### src/rtl/defines.sv
// Build-time options for the load/store controller.
//
// LSU_MISALIGN_TRAP_EN
//   Undefined (default): misaligned half/word accesses are force-aligned and
//   proceed; only size 2'b11 raises rsp_err_o.
//   Defined: a misaligned half/word access returns an error response one cycle
//   after accept and never touches the RAM.
//
// Enable by uncommenting the line below or by passing +define+ on the command
// line to every compile of the RTL and bench.
//
// `define LSU_MISALIGN_TRAP_EN

### src/rtl/lsu_ctrl_pkg.sv
// Shared types and constants for the load/store controller.
package lsu_ctrl_pkg;

  // Access size encoding as presented on req_size_i; 2'b11 is illegal.
  typedef enum logic [1:0] {
    MEM_B = 2'b00,
    MEM_H = 2'b01,
    MEM_W = 2'b10
  } mem_size_e;

  // Controller FSM states.
  typedef enum logic [2:0] {
    ST_IDLE  = 3'd0,
    ST_LOAD  = 3'd1,
    ST_RMW   = 3'd2,
    ST_WRITE = 3'd3,
    ST_RESP  = 3'd4
  } lsu_state_e;

  localparam int LSU_DATA_W = 32;
  localparam int LSU_LANES  = LSU_DATA_W / 8;

  // Size 2'b11 has no meaning and is always rejected.
  function automatic logic size_illegal(input logic [1:0] size);
    return size == 2'b11;
  endfunction

endpackage

### src/rtl/lsu_lane_align.sv
// Byte-lane steering between a RAM word and the pipeline.
// Loads: pick the addressed byte/half/word and sign- or zero-extend it.
// Stores: merge the right-aligned store data into the addressed lane(s) of the
// word just read, producing the write-back word for read-modify-write.
import lsu_ctrl_pkg::*;

module lsu_lane_align #(
  parameter int DATA_W = 32
) (
  input  logic [DATA_W-1:0] rdata,
  input  logic [1:0]        off,
  input  mem_size_e         size,
  input  logic              uns,
  input  logic [DATA_W-1:0] wdata,
  output logic [DATA_W-1:0] ld_data,
  output logic [DATA_W-1:0] st_data
);

  logic [4:0]        shamt;
  logic [DATA_W-1:0] shifted;
  logic [DATA_W-1:0] lane_mask;

  // Shift the addressed lane down to bit 0 and build the lane mask.
  always_comb begin
    shamt     = {off, 3'b000};
    shifted   = rdata >> shamt;
    lane_mask = '1;
    case (size)
      MEM_B:   lane_mask = DATA_W'(8'hFF);
      MEM_H:   lane_mask = DATA_W'(16'hFFFF);
      default: lane_mask = '1;
    endcase
  end

  // Extend the selected lane for loads.
  always_comb begin
    ld_data = '0;
    case (size)
      MEM_B:   ld_data = uns ? {{(DATA_W-8){1'b0}}, shifted[7:0]}
                             : {{(DATA_W-8){shifted[7]}}, shifted[7:0]};
      MEM_H:   ld_data = uns ? {{(DATA_W-16){1'b0}}, shifted[15:0]}
                             : {{(DATA_W-16){shifted[15]}}, shifted[15:0]};
      MEM_W:   ld_data = rdata;
      default: ld_data = '0;
    endcase
  end

  // Replace the addressed lane(s) with store data; a word store replaces all.
  always_comb begin
    st_data = (rdata & ~(lane_mask << shamt)) | ((wdata & lane_mask) << shamt);
  end

endmodule

### src/rtl/lsu_ctrl.sv
// Load/store controller in front of the data RAM (word-addressed, synchronous
// write, combinational read). One request in flight; sub-word stores are
// read-modify-write. Optional macro: LSU_MISALIGN_TRAP_EN (see defines.sv).
//
// Handshakes: a request transfers on the rising edge where req_valid_i and
// req_ready_o are both 1; a response transfers on the rising edge where
// rsp_valid_o and rsp_ready_i are both 1. While rsp_valid_o is 1 the response
// payload does not change, and requests presented outside IDLE are dropped.
//
// rst_n is active-high despite its name.
import lsu_ctrl_pkg::*;

module lsu_ctrl #(
  parameter int DATA_W = 32,
  parameter int RAM_AW = 9
) (
  input  logic              clk,
  input  logic              rst_n,
  input  logic              req_valid_i,
  output logic              req_ready_o,
  input  logic              req_we_i,
  input  logic [1:0]        req_size_i,
  input  logic              req_unsigned_i,
  input  logic [31:0]       req_addr_i,
  input  logic [DATA_W-1:0] req_wdata_i,
  output logic              rsp_valid_o,
  input  logic              rsp_ready_i,
  output logic [DATA_W-1:0] rsp_rdata_o,
  output logic              rsp_err_o,
  output logic [RAM_AW-1:0] ram_raddr_o,
  input  logic [DATA_W-1:0] ram_rdata_i,
  output logic [RAM_AW-1:0] ram_waddr_o,
  output logic [DATA_W-1:0] ram_wdata_o,
  output logic              ram_we_o,
  output lsu_state_e        dbg_state
);

  lsu_state_e        state;
  logic              we_q;
  logic              uns_q;
  mem_size_e         size_q;
  logic [1:0]        off_q;
  logic [RAM_AW-1:0] word_q;
  logic [DATA_W-1:0] wdata_q;
  logic [DATA_W-1:0] wbuf_q;
  logic [RAM_AW-1:0] waddr_q;
  logic [DATA_W-1:0] rdata_q;
  logic              err_q;

  logic [1:0]        acc_off;
  logic              acc_illegal;
  logic [DATA_W-1:0] ld_data;
  logic [DATA_W-1:0] st_data;
  logic              lsu_unused_addr;

  // Address bits above the RAM window are deliberately ignored (wrap-around).
  assign lsu_unused_addr = ^req_addr_i[31:RAM_AW+2];

  // Classify the incoming request: lane offset after alignment and legality.
  always_comb begin
    acc_off     = req_addr_i[1:0];
    acc_illegal = size_illegal(req_size_i);
`ifdef LSU_MISALIGN_TRAP_EN
    if (req_size_i == MEM_H && req_addr_i[0])         acc_illegal = 1'b1;
    if (req_size_i == MEM_W && req_addr_i[1:0] != 2'b00) acc_illegal = 1'b1;
`else
    if (req_size_i == MEM_H) acc_off[0] = 1'b0;
    if (req_size_i == MEM_W) acc_off    = 2'b00;
`endif
  end

  lsu_lane_align #(.DATA_W(DATA_W)) u_align (
    .rdata   (ram_rdata_i),
    .off     (off_q),
    .size    (size_q),
    .uns     (uns_q),
    .wdata   (wdata_q),
    .ld_data (ld_data),
    .st_data (st_data)
  );

  // Transaction FSM and all request/response/write-port registers.
  always_ff @(posedge clk or posedge rst_n) begin
    if (rst_n) begin
      state   <= ST_IDLE;
      we_q    <= 1'b0;
      uns_q   <= 1'b0;
      size_q  <= MEM_B;
      off_q   <= 2'b00;
      word_q  <= '0;
      wdata_q <= '0;
      wbuf_q  <= '0;
      waddr_q <= '0;
      rdata_q <= '0;
      err_q   <= 1'b0;
    end else begin
      case (state)
        ST_IDLE: begin
          if (req_valid_i) begin
            we_q    <= req_we_i;
            uns_q   <= req_unsigned_i;
            size_q  <= mem_size_e'(req_size_i);
            off_q   <= acc_off;
            word_q  <= req_addr_i[RAM_AW+1:2];
            wdata_q <= req_wdata_i;
            rdata_q <= '0;
            err_q   <= 1'b0;
            if (acc_illegal) begin
              err_q <= 1'b1;
              state <= ST_RESP;
            end else if (!req_we_i) begin
              state <= ST_LOAD;
            end else if (req_size_i == MEM_W) begin
              wbuf_q  <= req_wdata_i;
              waddr_q <= req_addr_i[RAM_AW+1:2];
              state   <= ST_WRITE;
            end else begin
              state <= ST_RMW;
            end
          end
        end
        ST_LOAD: begin
          rdata_q <= ld_data;
          state   <= ST_RESP;
        end
        ST_RMW: begin
          wbuf_q  <= st_data;
          waddr_q <= word_q;
          state   <= ST_WRITE;
        end
        ST_WRITE: begin
          state <= ST_RESP;
        end
        ST_RESP: begin
          if (rsp_ready_i) state <= ST_IDLE;
        end
        default: state <= ST_IDLE;
      endcase
    end
  end

  assign req_ready_o = (state == ST_IDLE) && !rst_n;
  assign rsp_valid_o = (state == ST_RESP);
  assign rsp_rdata_o = rdata_q;
  assign rsp_err_o   = err_q;
  assign ram_raddr_o = word_q;
  assign ram_waddr_o = waddr_q;
  assign ram_wdata_o = wbuf_q;
  assign ram_we_o    = (state == ST_WRITE);
  assign dbg_state   = state;

endmodule

### config.mk
export PLATFORM = sky130hd
export DESIGN_NAME = lsu_ctrl
export DESIGN_NICKNAME = d
export VERILOG_FILES = /design/src/rtl/defines.sv /design/src/rtl/lsu_ctrl_pkg.sv /design/src/rtl/lsu_lane_align.sv /design/src/rtl/lsu_ctrl.sv
export SDC_FILE = /design/constraint.sdc
export NUM_CORES = 1
export LEC_CHECK = 0
export CORE_MARGIN = 2
export CORE_UTILIZATION = 47
export DETAILED_ROUTE_END_ITERATION = 7
export GPL_TIMING_DRIVEN = 0
export PLACE_DENSITY = 0.8
export SLEW_MARGIN = 5
export SYNTH_ARGS = -nofsm -noshare
export SYNTH_HDL_FRONTEND = slang
export SYNTH_SLANG_ARGS = --single-unit
### constraint.sdc
create_clock -name clk -period 4.6 [get_ports clk]
set_input_delay 0.69 -clock clk [delete_from_list [all_inputs] [get_ports clk]]
set_output_delay 0.69 -clock clk [all_outputs]
set_load 0.03 [all_outputs]
==> results by group, run 1 <==
Outcome
  – Status: finished, final reports clean

STA
  – Setup TNS: 0 ps
  – Max_slew headroom: 33.98%
  – Max Fclk: approximately 360 MHz
  – Final setup vio count: 0
  – RSZ-0062 raised after global routing: false
  – Worst setup margin: 1807 ps
  – Final hold vios: 0
  – Tcrit/Tclk final: 60.71%
  – Clk_skew: 6.438 ps
  – Worst-Margin Slew: 982.0 ps
  – Period minus WS final: 2793 ps
  – Slew Limit Fails: 0

Worst setup path
  – CP dominant cell by count: clkdlybuf4s50_1
  – Worst EP arrival: 2100 ps
  – Worst Setup Start Kind: primary input
  – R2r setup slk: 2110 ps
  – Reg2reg end: ram_wdata_o[18]
  – Crit Reg-Reg Startpoint: dbg_state[2]
  – Worst Setup End Kind: output pin
  – Slowest cell on crit path: clkdlybuf4s50_1
  – Req. time, crit path: 3910 ps
  – Critical Path Fanout Max: 2
  – Critical path class: primary input to output pin
  – R2R depth: 6
  – Critical Path, Cell by Cell: clkdlybuf4s50_1, nor4_1, clkdlybuf4s50_1
  – Crit path largest cell delay: 720 ps

Floorplanning
  – Die X: 119.5 um
  – Rows: 42
  – Initial Util: 47.74%
  – Die height: 119.5 um
  – Ports: 193
  – Core Box Area: 13140 sq um
  – Die area: between 10000 and 15000 sq um

Routing
  – Vias: about 6400
  – Routed len/inst: around 20 um
  – WL final: 21580 um
  – DRT antenna net count: 0
  – Iter 0 DRT Violations: 690
  – First drt pass iteration count: 5
  – Via density: 5.884
  – DRC violations left: 0

Global routing
  – Vias in the first global route: 5908
  – Grt total ovfl: 0
  – Total track usage: 30.95%
  – Antenna violations before repair: 0
  – Pin count of the biggest net entering global routing: between 60 and 70
  – First-pass GRT wire length: roughly 34000 um

Synth
  – Yosys cell types: between 40 and 50
  – Number of synthesized flops with an enable pin: 0
  – Syn Area/Cell: just under 9 sq um
  – Post-synthesis async set-or-reset flop share: 100.0%
  – Mapped Cells: 703
  – Yosys reg bits: 123
  – Warnings, synthesis: 0
  – Ranking of synthesized cells by area: dfrtp_1 49%, nand2_1 12%, o21ai_0 4.2%
  – Main synth FF type: dfrtp_1
  – Post-synth top area share: between 40 and 50%
  – Syn_nets: 807
  – Sequential fraction of the synthesis area: 49.07%
  – Largest area contributor in the netlist: dfrtp_1
  – Syn Std Cell Area: 6272 sq um

Placed design
  – Gp weighted congestion: ~0.95
  – Post-DP HPWL: roughly 16000 um
  – DP Area: about 8200 sq um
  – Number of buffers added on ports: 171
  – Post-Place Worst Slack: 1794 ps

Job
  – Max-Cap Viols: 0

Final layout
  – Share of layout cells above drive strength 1: between 7 and 8%
  – Area growth syn-to-layout: 41.47%
  – Commonest cells after routing, fill and taps aside: 200 x nand2_1, 171 x clkdlybuf4s50_1, 123 x dfrtp_1
  – Core Util, Final: 67.54%
  – Nets: ~1000
  – Number of diodes: 0
  – Layout Cell Area excl Fill: 8874 sq um
  – Commonest non-fill, non-tap cell in the layout: nand2_1

Hold path
  – Hold path endpoint: ram_wdata_o[6]
  – Hold Startpoint: ram_wdata_o[6]
  – Cells on Worst Hold Path: 1
  – Worst hold path type: register to register

Clocking
  – Max Buffers Root-to-Sink: 2
  – Clock-pin slew on the worst setup and hold paths: ~50 ps
  – Hold-fix buffers, CTS: 0
  – Post-CTS sizing: 0
  – Setup repair bufs after CTS: 0
  – Num CTS Buffers: 17
  – Clk sinks: 123
  – Clk root buf: clkbuf_16
  – CTS tree: yes
  – Clk Latency, worst-skew pair: 420 ps
  – H-tree depth: 4

Pwr
  – Pwr dens: just over 800 nW/um^2
  – Pleak: 3.874 nW
  – Max IR drop VDD: 0.4496 mV
  – Power Total: 7.295 mW
-- cell usage after synthesis, drive strengths merged (6+ instances only) --
cell type,instances
a311oi,8
a22o,20
a221o,24
a21o,9
mux2,6
a2111oi,8
a21oi,19
buf,26
a31oi,18
nand2,200
nor2,46
nor3,34
mux2i,20
a221oi,16
clkbuf,30
o21ai,57
dfrtp,123
-- flip-flops by register name (all words and copies together) (netlist names) --
signal       count
dbg_state        3
off_q            2
ram_raddr_o      9
ram_waddr_o      9
ram_wdata_o     32
rsp_err_o        1
rsp_rdata_o     32
size_q           2
uns_q            1
wdata_q         32
-- worst max-delay path by stage --
stage | slack [ps] | from | end
3_5_place_dp | 1790 | rst_n | req_ready_o
3_3_place_gp | -1130 | rst_n | ram_wdata_o[24]
4_1_cts | 1800 | rst_n | req_ready_o
2_1_floorplan | 640 | rst_n | dbg_state[0]
5_1_grt | 1740 | rst_n | req_ready_o
6_report | 1810 | rst_n | req_ready_o
-- routing by layer --
layer	vias to the layer above	track usage [%]	part of all wire [%]
li1	2898	-	-
met2	389	46.54	44
met3	50	8.698	11
met1	3030	41.97	41
met4	0	13.53	3.2
met5	-	0	0
-- power by group --
part	internal [mW]	switching [mW]	leakage, nW
logic	1.47	2.34	2.02
registers	1.62	0.423	1.54
clock network	0.973	0.480	0.316
total	4.06	3.24	3.87
-- critical path: cells and delay by family --
family,cells,cell delay (ps)
buffers and inverters,2,1210
AND/OR/NAND/NOR,1,190
-- cell families after synthesis --
kind of cell / share of synthesized area, %
buffers and inverters: 4.528
flip-flops: 49.07
XOR/XNOR: 0.1397
AO/OA/AOI/OAI: 21.15
AND/OR/NAND/NOR: 20.49
multiplexers: 4.628
-- stage by stage --
stage | cells | hold WS [ps]
floorplan | 703 | 445.0
global placement | 1050 | 460.5
detailed placement | 1051 | 468.6
CTS | 1082 | 480.8
global route | 1082 | 498.4
finish | 1082 | 475.2
-- final cells by class --
cell class	count	area, sq um
fillers	1070	4264
flip-flops and latches	123	3078
multi-input cells	518	2910
repair buffers	172	1739
clock buffers	24	501.7
plain buffers	56	261.5
well taps	176	220.2
clock inverters	7	135.1
inverters	6	27.53
No activity file was read; power rests on OpenSTA's default activity.
==> inputs of run 2 (changes only) <==
--- a/config.mk
+++ b/config.mk
@@ -6,10 +6,10 @@
 export NUM_CORES = 1
 export LEC_CHECK = 0
 export CORE_MARGIN = 2
-export CORE_UTILIZATION = 47
+export CORE_UTILIZATION = 43
 export DETAILED_ROUTE_END_ITERATION = 7
 export GPL_TIMING_DRIVEN = 0
-export PLACE_DENSITY = 0.8
+export PLACE_DENSITY = 0.77
 export SLEW_MARGIN = 5
 export SYNTH_ARGS = -nofsm -noshare
 export SYNTH_HDL_FRONTEND = slang
==> constraint.sdc (replaced) <==
create_clock -name clk -period 2.5 [get_ports clk]
set_input_delay 0.375 -clock clk [delete_from_list [all_inputs] [get_ports clk]]
set_output_delay 0.375 -clock clk [all_outputs]
set_load 0.03 [all_outputs]
==> results by group, run 2 (synthesized netlist as in run 1, its figures left out) <==
Job
  – Max-Cap Viols: 0 (unchanged)

Final layout
  – Share of layout cells above drive strength 1: 7.709% (was 7.726%)
  – Nets: 1000 (was 998)
  – Number of diodes: 0 (unchanged)
  – Filler cell count in the final layout: 1214 (was 1070)
  – Commonest cells after routing, fill and taps aside: 200 x nand2_1, 168 x clkdlybuf4s50_1, 123 x dfrtp_1 (was 200 x nand2_1, 171 x clkdlybuf4s50_1, 123 x dfrtp_1)
  – Commonest non-fill, non-tap cell in the layout: nand2_1 (unchanged)
  – Fin cells: 1092 (was 1082)
  – Area growth syn-to-layout: 40.81% (was 41.47%)

Worst setup path
  – Worst Setup Start Kind: register (was primary input)
  – Worst EP arrival: 2590 ps (was 2100 ps)
  – Critical path class: register to register (was primary input to output pin)
  – Req. time, crit path: 2780 ps (was 3910 ps)
  – Critical Path Fanout Max: 10 (was 2)
  – Worst Setup End Kind: register (was output pin)

Placed design
  – Post-DP HPWL: 16700 um (was 15830 um)
  – Gp weighted congestion: 0.9479 (was 0.9482)
  – Post-placement cell count: 1061 (was 1051)
  – Post-Place Worst Slack: 141.1 ps (was 1794 ps)
  – Number of buffers added on ports: 171 (unchanged)

STA
  – Worst-Margin Slew: 968.0 ps (was 982.0 ps)
  – RSZ-0062 raised after global routing: false (unchanged)
  – Worst setup margin: 187.5 ps (was 1807 ps)
  – Final setup vio count: 0 (unchanged)
  – Slew Limit Fails: 0 (unchanged)
  – Final hold vios: 0 (unchanged)
  – Clk_skew: 7.132 ps (was 6.438 ps)
  – Max_slew headroom: 34.91% (was 33.98%)
  – Setup TNS: 0 ps (unchanged)
  – Max Fclk: 432.4 MHz
  – Period minus WS final: 2312 ps
  – Tcrit/Tclk final: 92.50%

Outcome
  – Status: finished, final reports clean (unchanged)

Pwr
  – Pwr dens: 1481 nW/um^2 (was 822.2 nW/um^2)
  – Pleak: 3.867 nW (was 3.874 nW)
  – Power Total: 13.08 mW (was 7.295 mW)
  – Max IR drop VDD: 0.7327 mV (was 0.4496 mV)

Hold path
  – Worst hold path type: primary input to asynchronous set/reset pin (was register to register)

Routing
  – DRC violations left: 0 (unchanged)
  – First drt pass iteration count: 6 (was 5)
  – DRT antenna net count: 0 (unchanged)
  – Via density: 5.786 (was 5.884)
  – Iter 0 DRT Violations: 518 (was 690)
  – WL final: 21850 um (was 21580 um)
  – Routed len/inst: 20.01 um (was 19.95 um)
  – Vias: 6318 (was 6367)

Global routing
  – Grt total ovfl: 0 (unchanged)
  – Vias in the first global route: 6370 (was 5908)
  – Antenna violations before repair: 0 (unchanged)
  – Pin count of the biggest net entering global routing: 41 (was 65)
  – First-pass GRT wire length: 35200 um (was 33610 um)
  – Total track usage: 28.72% (was 30.95%)

Clocking
  – Num CTS Buffers: 17 (unchanged)
  – Hold-fix buffers, CTS: 0 (unchanged)
  – Clk root buf: clkbuf_16 (unchanged)
  – Clk sinks: 123 (unchanged)
  – Max Buffers Root-to-Sink: 2 (unchanged)
  – H-tree depth: 4 (unchanged)
  – Clk Latency, worst-skew pair: 420 ps (about the same)
  – CTS tree: yes (unchanged)
  – Clock-pin slew on the worst setup and hold paths: 60 ps (was 50 ps)

Floorplanning
  – Die height: 124.8 um (was 119.5 um)
  – Initial Util: 43.65% (was 47.74%)
  – Ports: 193 (unchanged)
  – Die X: 124.8 um (was 119.5 um)
  – Die area: 15570 sq um (was 14290 sq um)
  – Rows: 44 (was 42)
  – Core Box Area: 14370 sq um (was 13140 sq um)
-- run 2: worst max-delay path, stage by stage, from the launching register on --
cell,delay [ps]
dfrtp_1,470
buf_2,230
nor2_1,160
nand2_1,220
clkbuf_1,300
a2111oi_1,600
o21ai_0,180
-- run 2: routing by layer --
layer	share of wire (%)	GRT usage, %	up-vias
met5	0	0	-
met4	3.4	11.76	0
met3	9.2	8.548	47
met2	45	45.07	319
met1	42	37.24	3054
li1	-	-	2898
-- run 2: final timing paths --
check | from | slack, ps | to | cells past startpoint
max | dbg_state[2] | 190 | ram_wdata_o[18] | 6
min | rst_n | 320 | ram_wdata_o[14] | 2
max reg2reg | dbg_state[2] | 190 | ram_wdata_o[18] | 6
min reg2reg | wdata_q[31] | 480 | wdata_q[31] | 2
max in group asynchronous | rst_n | 1670 | ram_wdata_o[30] | 3
min in group clk | wdata_q[31] | 480 | wdata_q[31] | 2
-- run 2: power by group --
group / internal, mW / switching, mW / total [mW]
logic: 2.70 / 4.29 / 6.99
clock network: 1.47 / 0.860 / 2.33
registers: 2.97 / 0.785 / 3.76
-- run 2: area by class of cell --
type                    instances  area, sq um  share of cell area (%)
multi-input cells             518         2913                   32.98
repair buffers                174         1772                   20.06
flip-flops and latches        123         3078                   34.85
plain buffers                  56        261.5                   2.961
well taps                     184        230.2                   2.607
clock inverters                 9        97.59                   1.105
clock buffers                  22        454.2                   5.142
inverters                       6        26.28                  0.2975
-- run 2: what timing repair did --
item | in CTS | in global routing
setup endpoints to repair | 2 | 3
gates resized for setup | 2 | 3
buffers inserted | 0 | 0
-- run 2: through the flow --
stage / hold WS (ps) / area (sq um) / utilization [%]
floorplan: 445.0 / 6276 / -
global placement: 460.7 / 8218 / 57.19
detailed placement: 464.6 / 8278 / 57.61
CTS: 313.7 / 8827 / 61.43
global route: 342.2 / 8832 / 61.47
finish: 318.0 / 8832 / 61.47
